==> src/rtl/fetch_unit_pkg.sv <==
// Shared types and constants for the instruction fetch stage.
// Fetch entries carry {pc, inst, fault} from the fetch FIFO to decode.
package fetch_unit_pkg;

    localparam int ADDR_W = 64;
    localparam int INST_W = 32;
    localparam logic [ADDR_W-1:0] PC_RST = 64'h8000_0000;

    typedef enum logic {
        FETCH_RUN,
        FETCH_HALTED
    } fetch_state_e;

    typedef struct packed {
        logic [ADDR_W-1:0] pc;
        logic [INST_W-1:0] inst;
        logic              fault;
    } fetch_entry_t;

endpackage

==> src/rtl/fetch_fifo.sv <==
// DEPTH-entry synchronous FIFO of fetch entries with flush.
// The head entry is driven straight from storage, so no input-to-output path.
module fetch_fifo
    import fetch_unit_pkg::*;
#(
    parameter int DEPTH = 2,
    parameter int CNT_W = $clog2(DEPTH + 1)
) (
    input  logic             clk,
    input  logic             rst,
    input  logic             flush,
    input  logic             push,
    input  fetch_entry_t     pushData,
    input  logic             pop,
    output fetch_entry_t     head,
    output logic [CNT_W-1:0] count
);

    localparam int PTR_W = (DEPTH > 1) ? $clog2(DEPTH) : 1;

    fetch_entry_t     mem [DEPTH];
    logic [PTR_W-1:0] rdPtr;
    logic [PTR_W-1:0] wrPtr;
    logic [CNT_W-1:0] cnt;
    logic             doPop;
    logic             full;

    function automatic logic [PTR_W-1:0] nextPtr(input logic [PTR_W-1:0] p);
        if (p == PTR_W'(DEPTH - 1)) begin
            return '0;
        end
        return p + PTR_W'(1);
    endfunction

    assign doPop = pop && (cnt != '0);
    assign full  = (cnt == CNT_W'(DEPTH));
    assign head  = mem[rdPtr];
    assign count = cnt;

    always_ff @(posedge clk) begin
        if (push && !flush) begin
            mem[wrPtr] <= pushData;
        end
    end

    always_ff @(posedge clk or negedge rst) begin
        if (!rst) begin
            rdPtr <= '0;
            wrPtr <= '0;
            cnt   <= '0;
        end else if (flush) begin
            rdPtr <= '0;
            wrPtr <= '0;
            cnt   <= '0;
        end else begin
            if (push) begin
                wrPtr <= nextPtr(wrPtr);
            end
            if (doPop) begin
                rdPtr <= nextPtr(rdPtr);
            end
            if (push && !doPop) begin
                cnt <= cnt + CNT_W'(1);
            end else if (!push && doPop) begin
                cnt <= cnt - CNT_W'(1);
            end
        end
    end

    // Credits upstream must keep a push away from a full FIFO.
    a_noOverflow: assert property (
        @(posedge clk) disable iff (!rst) !(push && !flush && full && !doPop)
    );

endmodule

==> src/rtl/fetch_unit.sv <==
// Instruction fetch stage: owns the fetch PC, issues credited word reads,
// buffers responses and hands {pc, inst, fault} to decode.
module fetch_unit #(
    parameter int                ADDR_W = fetch_unit_pkg::ADDR_W,
    parameter int                INST_W = fetch_unit_pkg::INST_W,
    parameter logic [ADDR_W-1:0] PC_RST = fetch_unit_pkg::PC_RST,
    parameter int                DEPTH  = 2
) (
    input  logic              clk,
    input  logic              rst,
    output logic              imem_req_valid,
    input  logic              imem_req_ready,
    output logic [ADDR_W-1:0] imem_req_addr,
    input  logic              imem_rsp_valid,
    input  logic [INST_W-1:0] imem_rsp_data,
    input  logic              imem_rsp_err,
    input  logic              redirect_valid,
    input  logic [ADDR_W-1:0] redirect_pc,
    output logic              out_valid,
    input  logic              out_ready,
    output logic [ADDR_W-1:0] out_pc,
    output logic [INST_W-1:0] out_inst,
    output logic              out_fault
);

    import fetch_unit_pkg::*;

    localparam int CNT_W = $clog2(DEPTH + 1);

    fetch_state_e     state;
    fetch_state_e     stateNext;
    logic [ADDR_W-1:0] fetchPc;
    logic [ADDR_W-1:0] rspPc;
    logic [CNT_W-1:0] inflight;
    logic [CNT_W-1:0] inflightNext;
    logic [CNT_W-1:0] stale;
    logic [CNT_W-1:0] occupancy;
    logic [CNT_W:0]   credUsed;
    logic             reqFire;
    logic             push;
    logic             pop;
    fetch_entry_t     pushEntry;
    fetch_entry_t     head;

    assign credUsed = {1'b0, occupancy} + {1'b0, inflight};

    assign imem_req_valid = rst && (state == FETCH_RUN) && !redirect_valid
                            && (credUsed < (CNT_W + 1)'(DEPTH));
    assign imem_req_addr  = fetchPc;
    assign reqFire        = imem_req_valid && imem_req_ready;

    // Only live responses reach the FIFO; halted or stale words are dropped.
    assign push = imem_rsp_valid && (stale == '0) && (state == FETCH_RUN)
                  && !redirect_valid;
    assign pop  = (occupancy != '0) && out_ready && !redirect_valid;

    assign inflightNext = inflight + CNT_W'(reqFire) - CNT_W'(imem_rsp_valid);

    always_comb begin
        pushEntry       = '0;
        pushEntry.pc    = rspPc;
        pushEntry.inst  = imem_rsp_err ? '0 : imem_rsp_data;
        pushEntry.fault = imem_rsp_err;
    end

    fetch_fifo #(
        .DEPTH (DEPTH),
        .CNT_W (CNT_W)
    ) u_fifo (
        .clk      (clk),
        .rst      (rst),
        .flush    (redirect_valid),
        .push     (push),
        .pushData (pushEntry),
        .pop      (pop),
        .head     (head),
        .count    (occupancy)
    );

    always_comb begin
        stateNext = state;
        if (redirect_valid) begin
            stateNext = FETCH_RUN;
        end else if (push && imem_rsp_err) begin
            stateNext = FETCH_HALTED;
        end
    end

    always_ff @(posedge clk or negedge rst) begin
        if (!rst) begin
            state <= FETCH_RUN;
        end else begin
            state <= stateNext;
        end
    end

    always_ff @(posedge clk or negedge rst) begin
        if (!rst) begin
            fetchPc  <= PC_RST;
            rspPc    <= PC_RST;
            inflight <= '0;
            stale    <= '0;
        end else if (redirect_valid) begin
            fetchPc  <= redirect_pc;
            rspPc    <= redirect_pc;
            inflight <= inflightNext;
            stale    <= inflightNext;
        end else begin
            if (reqFire) begin
                fetchPc <= fetchPc + ADDR_W'(4);
            end
            if (push) begin
                rspPc <= rspPc + ADDR_W'(4);
            end
            inflight <= inflightNext;
            if (imem_rsp_valid && (stale != '0)) begin
                stale <= stale - CNT_W'(1);
            end
        end
    end

    assign out_valid = (occupancy != '0);
    assign out_pc    = out_valid ? head.pc : '0;
    assign out_inst  = out_valid ? head.inst : '0;
    assign out_fault = out_valid && head.fault;

    a_redirAligned: assert property (
        @(posedge clk) disable iff (!rst)
        redirect_valid |-> (redirect_pc[1:0] == 2'b00)
    );

endmodule

==> config.mk <==
export PLATFORM = sky130hd
export DESIGN_NAME = fetch_unit
export DESIGN_NICKNAME = d
export VERILOG_FILES = /design/src/rtl/fetch_unit_pkg.sv /design/src/rtl/fetch_fifo.sv /design/src/rtl/fetch_unit.sv
export SDC_FILE = /design/constraint.sdc
export NUM_CORES = 1
export LEC_CHECK = 0
export CORE_MARGIN = 2
export CORE_UTILIZATION = 23
export CTS_BUF_LIST = sky130_fd_sc_hd__clkbuf_8
export DETAILED_ROUTE_END_ITERATION = 12
export GPL_TIMING_DRIVEN = 0
export MAX_ROUTING_LAYER = met4
export PLACE_DENSITY = 0.44
export RECOVER_POWER = 25
export SETUP_SLACK_MARGIN = 0.2
export SYNTH_ARGS = -nofsm -noshare
export SYNTH_HDL_FRONTEND = slang
export SYNTH_HIERARCHICAL = 1
export SYNTH_SLANG_ARGS = --single-unit
==> constraint.sdc <==
create_clock -name clk -period 7.9 [get_ports clk]
set_input_delay 1.185 -clock clk [delete_from_list [all_inputs] [get_ports clk]]
set_output_delay 1.185 -clock clk [all_outputs]
set_load 0.05 [all_outputs]
==> metrics.log, run 1 <==
INFO  metric status = complete, but fails checks
INFO  metric violations = max-capacitance violations, max-slew violations
INFO  metric critPathBufInv = 2
INFO  metric synth_seq_area_share = 0.591
INFO  metric critPathCaptureType = asynchronous set/reset pin
INFO  metric p_per_area = 227 nW/um^2
INFO  metric grt_start_max_net_pins = 79
INFO  metric grt_pass1_vias = 11952
INFO  metric synth_seq_cells = 331
INFO  metric fp.dieArea = 70200 sq um
INFO  metric grt_antenna_before_repair = 4
INFO  metric holdWs = 0.467 ns
INFO  metric crit_chain = buf_6 -> clkbuf_1
INFO  metric final_core_area_utilization = 0.308
INFO  metric fin_setup_tns = 0 ns
INFO  metric grt_util_all_layers = 0.159
INFO  metric ys_top_cells_by_count = edfxtp_1 (194), dfrtp_1 (135), and2_1 (112), nand2_1 (106), mux2_2 (97)
INFO  metric gp_congestion = 0.866
INFO  metric critical_path_required_time = 7.57 ns
INFO  metric worst_clock_skew = 0.0458 ns
INFO  metric die_y = 265 um
INFO  metric cell_rows = 95
INFO  metric n_fill_cell = 6887
INFO  metric ctsHtreeMaxLevel = 2
INFO  metric dr.pass1.iters = 7
INFO  metric ir_worst_vdd = 0.113 mV
INFO  metric timing.final.setup_violations = 0
INFO  metric postSynth.topFlopCell = edfxtp_1
INFO  metric core_region_area = 67300 sq um
INFO  metric cp.arrival = 4.96 ns
INFO  metric finish.net_count = 1743
INFO  metric num_io_pins = 266
INFO  metric portBuffers = 265
INFO  metric grt_setup_unrepaired = no
INFO  metric synthDistinctLibCells = 58
INFO  metric path_class = in -> async
INFO  metric finalWorstPathRequiredPeriod = 5.29 ns
INFO  metric crit_fanout = 78
INFO  metric netlist_instances = 1298
INFO  metric tritoncts_num_sinks = 331
INFO  metric worst_skew_pair.late_latency = 0.68 ns
INFO  metric asyncSetResetFlopFracSynth = 0.414
INFO  metric clk_pin_slew_worst_paths = 0.06 ns
INFO  metric max_freq = 189 MHz
INFO  metric syn_to_final_growth = 32.5%
INFO  metric cts_tree = done
INFO  metric slew_viol_final = 79
INFO  metric maxCapViolCount = 1
INFO  metric worstMarginPinSlew = 4.58 ns
INFO  metric floorplan.initialDensity = 0.233
INFO  metric drt_drc = 0
INFO  metric max_stage_delay = 3.24 ns
INFO  metric worst_path_dominant_cell_family = buffers and inverters
INFO  metric wl_per_cell = 21.3 um
INFO  metric ctsLongestPathBuffers = 3
INFO  metric route.antenna.remaining_nets = 0
INFO  metric postCtsResizedCells = 0
INFO  metric hpwl = 40.8 mm
INFO  metric grt_pass1_wl = 80.3 mm
INFO  metric cts.repair_timing.setup_buffer_count = 0
INFO  metric routed_wirelength = 54.5 mm
INFO  metric timing.final.hold_violations = 0
INFO  metric syn_nets = 1407
INFO  metric synth.top_cells.by_area = edfxtp_1 (37%), dfrtp_1 (22%), mux2_2 (7.0%), and2_1 (4.5%), xor2_1 (3.1%)
INFO  metric timing.hold.worst.class = in -> async
INFO  metric leakage = 0.00740 uW
INFO  metric synth_enable_flop_cells = 194
INFO  metric synth.cell_area = 15700 sq um
INFO  metric startpoint_type_of_the_worst_setup_path = primary input
INFO  metric synth_area_leader_cell = edfxtp_1
INFO  metric critical-path-slowest-cell = clkbuf_1
INFO  metric vias = 11620
INFO  metric cts_made_buffers = 61
INFO  metric synth_top_area_frac = 0.372
INFO  metric postCtsHoldBufs = 0
INFO  metric grt.overflow.total = 0
INFO  metric initialDrtViolationCount = 771
INFO  metric root_buffer_cell = clkbuf_8
INFO  metric synth-warning-count = 6
INFO  metric timing.max_slew.rel_slack = -2.05
INFO  metric detail_route.vias_per_cell = 4.54
INFO  metric die_w = 265 um
INFO  metric synth.avg_cell_area = 12.1 sq um
INFO  metric post-route-period-util = 0.670
INFO  metric layout-drive-gt1-share = 0.149
INFO  metric yosys.cell_count.top_type = edfxtp_1
-- power breakdown --
group | switching (uW) | leakage (uW) | internal, uW
registers | 140 | 0.00340 | 1970
logic | 634 | 0.00332 | 356
clock network | 777 | 0.000678 | 835
total | 1550 | 0.00740 | 3160
-- stage by stage --
step,cells,instance area [sq um],setup WS [ns],power (uW)
global route,2562,20700,1.59,4940
CTS,2560,20800,2.46,4800
floorplan,1298,15700,1.20,2700
global placement,2436,19400,-3.20,3140
finish,2562,20700,2.61,4710
detailed placement,2444,19600,2.72,3140
-- cell families after synthesis --
kind of cell | after synthesis | share of synthesized area
AO/OA/AOI/OAI | 165 | 0.0634
XOR/XNOR | 80 | 0.0447
buffers and inverters | 81 | 0.0244
flip-flops | 331 | 0.591
AND/OR/NAND/NOR | 515 | 0.180
adder cells (fa/ha/maj) | 6 | 0.00527
multiplexers | 120 | 0.0908
-- layer usage --
metal	share of wire	vias to the layer above	track usage
met4	0.023	0	0.0463
met3	0.056	77	0.0332
met2	0.46	363	0.248
li1	-	5447	-
met5	0	-	-
met1	0.46	5733	0.207
-- sequential cells by signal, summed over array words and instances (netlist names) --
register,flops
u_fifo/mem,194
imem_req_addr,64
rspPc,64
inflight,2
stale,2
u_fifo/count,2
state,1
u_fifo/rdPtr,1
u_fifo/wrPtr,1
-- cell type report --
cell class              count  area [sq um]  area share
diodes                      2          5.00    0.000241
clock inverters            47           240      0.0116
well taps                 873          1090      0.0527
multi-input cells         886          6040       0.291
plain buffers              62           312      0.0150
flip-flops and latches    331          9260       0.446
inverters                  19          71.3     0.00344
clock buffers              69           950      0.0458
repair buffers            273          2780       0.134
-- worst paths after layout --
path	start	endpoint	slack, ns	depth (start not counted)
worst min-delay path	rst	imem_req_addr[39]	0.47	1
max in group clk	redirect_valid	imem_req_valid	2.70	6
worst max-delay path	rst	rspPc[22]	2.61	2
worst max register to register	u_fifo/count[0]	stale[1]	4.26	15
min in group clk	rspPc[1]	u_fifo/mem[1][34]	0.48	0
worst min register to register	rspPc[1]	u_fifo/mem[1][34]	0.48	0
-- cells in the final DEF (no fill, tap or decap), drive strengths merged, types with 56 or more instances in the layout --
| cell type | n |
|---|---|
| clkdlybuf4s50 | 264 |
| edfxtp | 194 |
| dfrtp | 135 |
| mux2 | 117 |
| and2 | 113 |
| clkbuf | 112 |
| nand2 | 106 |
| nand3 | 77 |
| o21ai | 75 |
| xor2 | 56 |
Note: power is estimated with default switching activity, not from simulation.
==> run 2, diff against run 1 <==
==> constraint.sdc (replaced) <==
create_clock -name clk -period 5 [get_ports clk]
set_input_delay 0.75 -clock clk [delete_from_list [all_inputs] [get_ports clk]]
set_output_delay 0.75 -clock clk [all_outputs]
set_load 0.05 [all_outputs]
==> metrics.log, run 2 (synthesized netlist as in run 1, its figures left out) <==
INFO  metric grt_start_max_net_pins = 79
INFO  metric num_io_pins = 266
INFO  metric route.antenna.remaining_nets = 0
INFO  metric max_freq = 232 MHz
INFO  metric p_per_area = 359 nW/um^2
INFO  metric routed_wirelength = 54.5 mm
INFO  metric startpoint_type_of_the_worst_setup_path = flop
INFO  metric grt.overflow.total = 0
INFO  metric globalRouteMet3Util = 0.0332
INFO  metric grt_pass1_wl = 80.3 mm
INFO  metric worst_skew_pair.late_latency = 0.68 ns
INFO  metric syn_to_final_growth = 32.5%
INFO  metric core_region_area = 67300 sq um
INFO  metric postCtsResizedCells = 0
INFO  metric critPathCaptureType = output pin
INFO  metric crit_fanout = 10
INFO  metric largest_register = u_fifo/mem
INFO  metric hpwl = 40.8 mm
INFO  metric global_routing_usage_on_met2 = 0.248
INFO  metric status = complete, but fails checks
INFO  metric path_class = reg -> out
INFO  metric floorplan.initialDensity = 0.233
INFO  metric fin_setup_tns = 0 ns
INFO  metric cts_tree = done
INFO  metric dr.pass1.iters = 5
INFO  metric grt_setup_unrepaired = no
INFO  metric wl_per_cell = 21.3 um
INFO  metric timing.hold.worst.class = in -> async
INFO  metric clk_pin_slew_worst_paths = 0.06 ns
INFO  metric finish.net_count = 1742
INFO  metric postCtsHoldBufs = 0
INFO  metric post-route-period-util = 0.864
INFO  metric n_fill_cell = 6886
INFO  metric portBuffers = 265
INFO  metric grt_pass1_vias = 11948
INFO  metric layout-drive-gt1-share = 0.150
INFO  metric grt_util_all_layers = 0.159
INFO  metric mostFrequentLayoutCells = clkdlybuf4s50_1 (264), edfxtp_1 (194), dfrtp_1 (135)
INFO  metric ctsHtreeMaxLevel = 2
INFO  metric gp_congestion = 0.866
INFO  metric largest_reg_flops = 194
INFO  metric sequential_cell_area = 9260 sq um
INFO  metric worstMarginPinSlew = 2.14 ns
INFO  metric final_core_area_utilization = 0.308
INFO  metric post_dp_cell_area = 19600 sq um
INFO  metric final_critical_path_setup_slack = 0.680 ns
INFO  metric fp.dieArea = 70200 sq um
INFO  metric detailedPlace.worstSlack = 0.692 ns
INFO  metric vias = 11586
INFO  metric leakage = 0.00740 uW
INFO  metric cts.repair_timing.setup_buffer_count = 0
INFO  metric timing.max_slew.rel_slack = -0.427
INFO  metric slew_viol_final = 79
INFO  metric ir_worst_vdd = 0.179 mV
INFO  metric maxCapViolCount = 1
INFO  metric drt_drc = 0
INFO  metric cp.arrival = 3.57 ns
INFO  metric cell_rows = 95
INFO  metric finalWorstPathRequiredPeriod = 4.32 ns
INFO  metric root_buffer_cell = clkbuf_8
INFO  metric detail_route.vias_per_cell = 4.52
INFO  metric timing.final.hold_violations = 0
INFO  metric gr-max-usage-layer = met2
INFO  metric die_y = 265 um
INFO  metric fin_area = 20700 sq um
INFO  metric die_w = 265 um
INFO  metric groute.layer.met1.usage = 0.207
INFO  metric worst_clock_skew = 0.0473 ns
INFO  metric initialDrtViolationCount = 824
INFO  metric violations = max-capacitance violations, max-slew violations
INFO  metric grt_antenna_before_repair = 4
INFO  metric multi_input_comb_area = 6040 sq um
INFO  metric cts_made_buffers = 61
INFO  metric timing.final.setup_violations = 0
INFO  metric ctsLongestPathBuffers = 3
INFO  metric most_common_library_cell_in_the_layout_ignoring_fill_and_taps = clkdlybuf4s50_1
INFO  metric critical_path_required_time = 4.25 ns
INFO  metric tritoncts_num_sinks = 331
==> run 2: cell type report <==
| type | instances | area share |
|---|---|---|
| tap | 873 | 0.0527 |
| multi-input combinational | 886 | 0.291 |
| inverter | 19 | 0.00344 |
| clock buffer | 69 | 0.0458 |
| buffer | 61 | 0.0148 |
| antenna | 2 | 0.000241 |
| timing repair buffer | 273 | 0.134 |
| sequential | 331 | 0.446 |
| clock inverter | 47 | 0.0116 |
==> run 2: final timing paths <==
path | cells after the start | from | endpoint | slack (ns)
worst min-delay path | 1 | rst | imem_req_addr[39] | 0.04
worst min register to register | 0 | rspPc[0] | u_fifo/mem[1][33] | 0.47
min in group clk | 0 | rspPc[0] | u_fifo/mem[1][33] | 0.47
worst max register to register | 15 | u_fifo/count[0] | stale[1] | 1.38
max in group asynchronous | 2 | rst | rspPc[22] | 2.42
worst max-delay path | 5 | u_fifo/count[1] | out_inst[20] | 0.68
==> run 2: per-layer routing <==
metal / up-vias / part of all wire
met3: 76 / 0.055
met5: - / 0
li1: 5441 / -
met2: 346 / 0.47
met1: 5723 / 0.46
met4: 0 / 0.024
==> run 2: where the power goes <==
part           total (uW)  switching [uW]  internal [uW]  leakage, uW
Clock                2540            1220           1320     0.000678
Sequential           3330             222           3110      0.00340
Combinational        1560            1000            562      0.00332
==> run 2: stage by stage <==
stage	power (uW)	std cells	hold WS (ns)
2_1_floorplan	4270	1298	0.442
3_3_place_gp	4950	2436	0.455
3_5_place_dp	4960	2444	0.468
4_1_cts	7580	2559	0.0263
5_1_grt	7800	2561	0.0423
6_report	7440	2561	0.0373
==> run 2: critical path, stage by stage (launching register included) <==
cell	delay, ns
dfrtp_1	0.48
or2_2	0.42
clkbuf_1	0.60
clkbuf_1	0.38
and2_1	0.19
clkdlybuf4s50_1	0.80
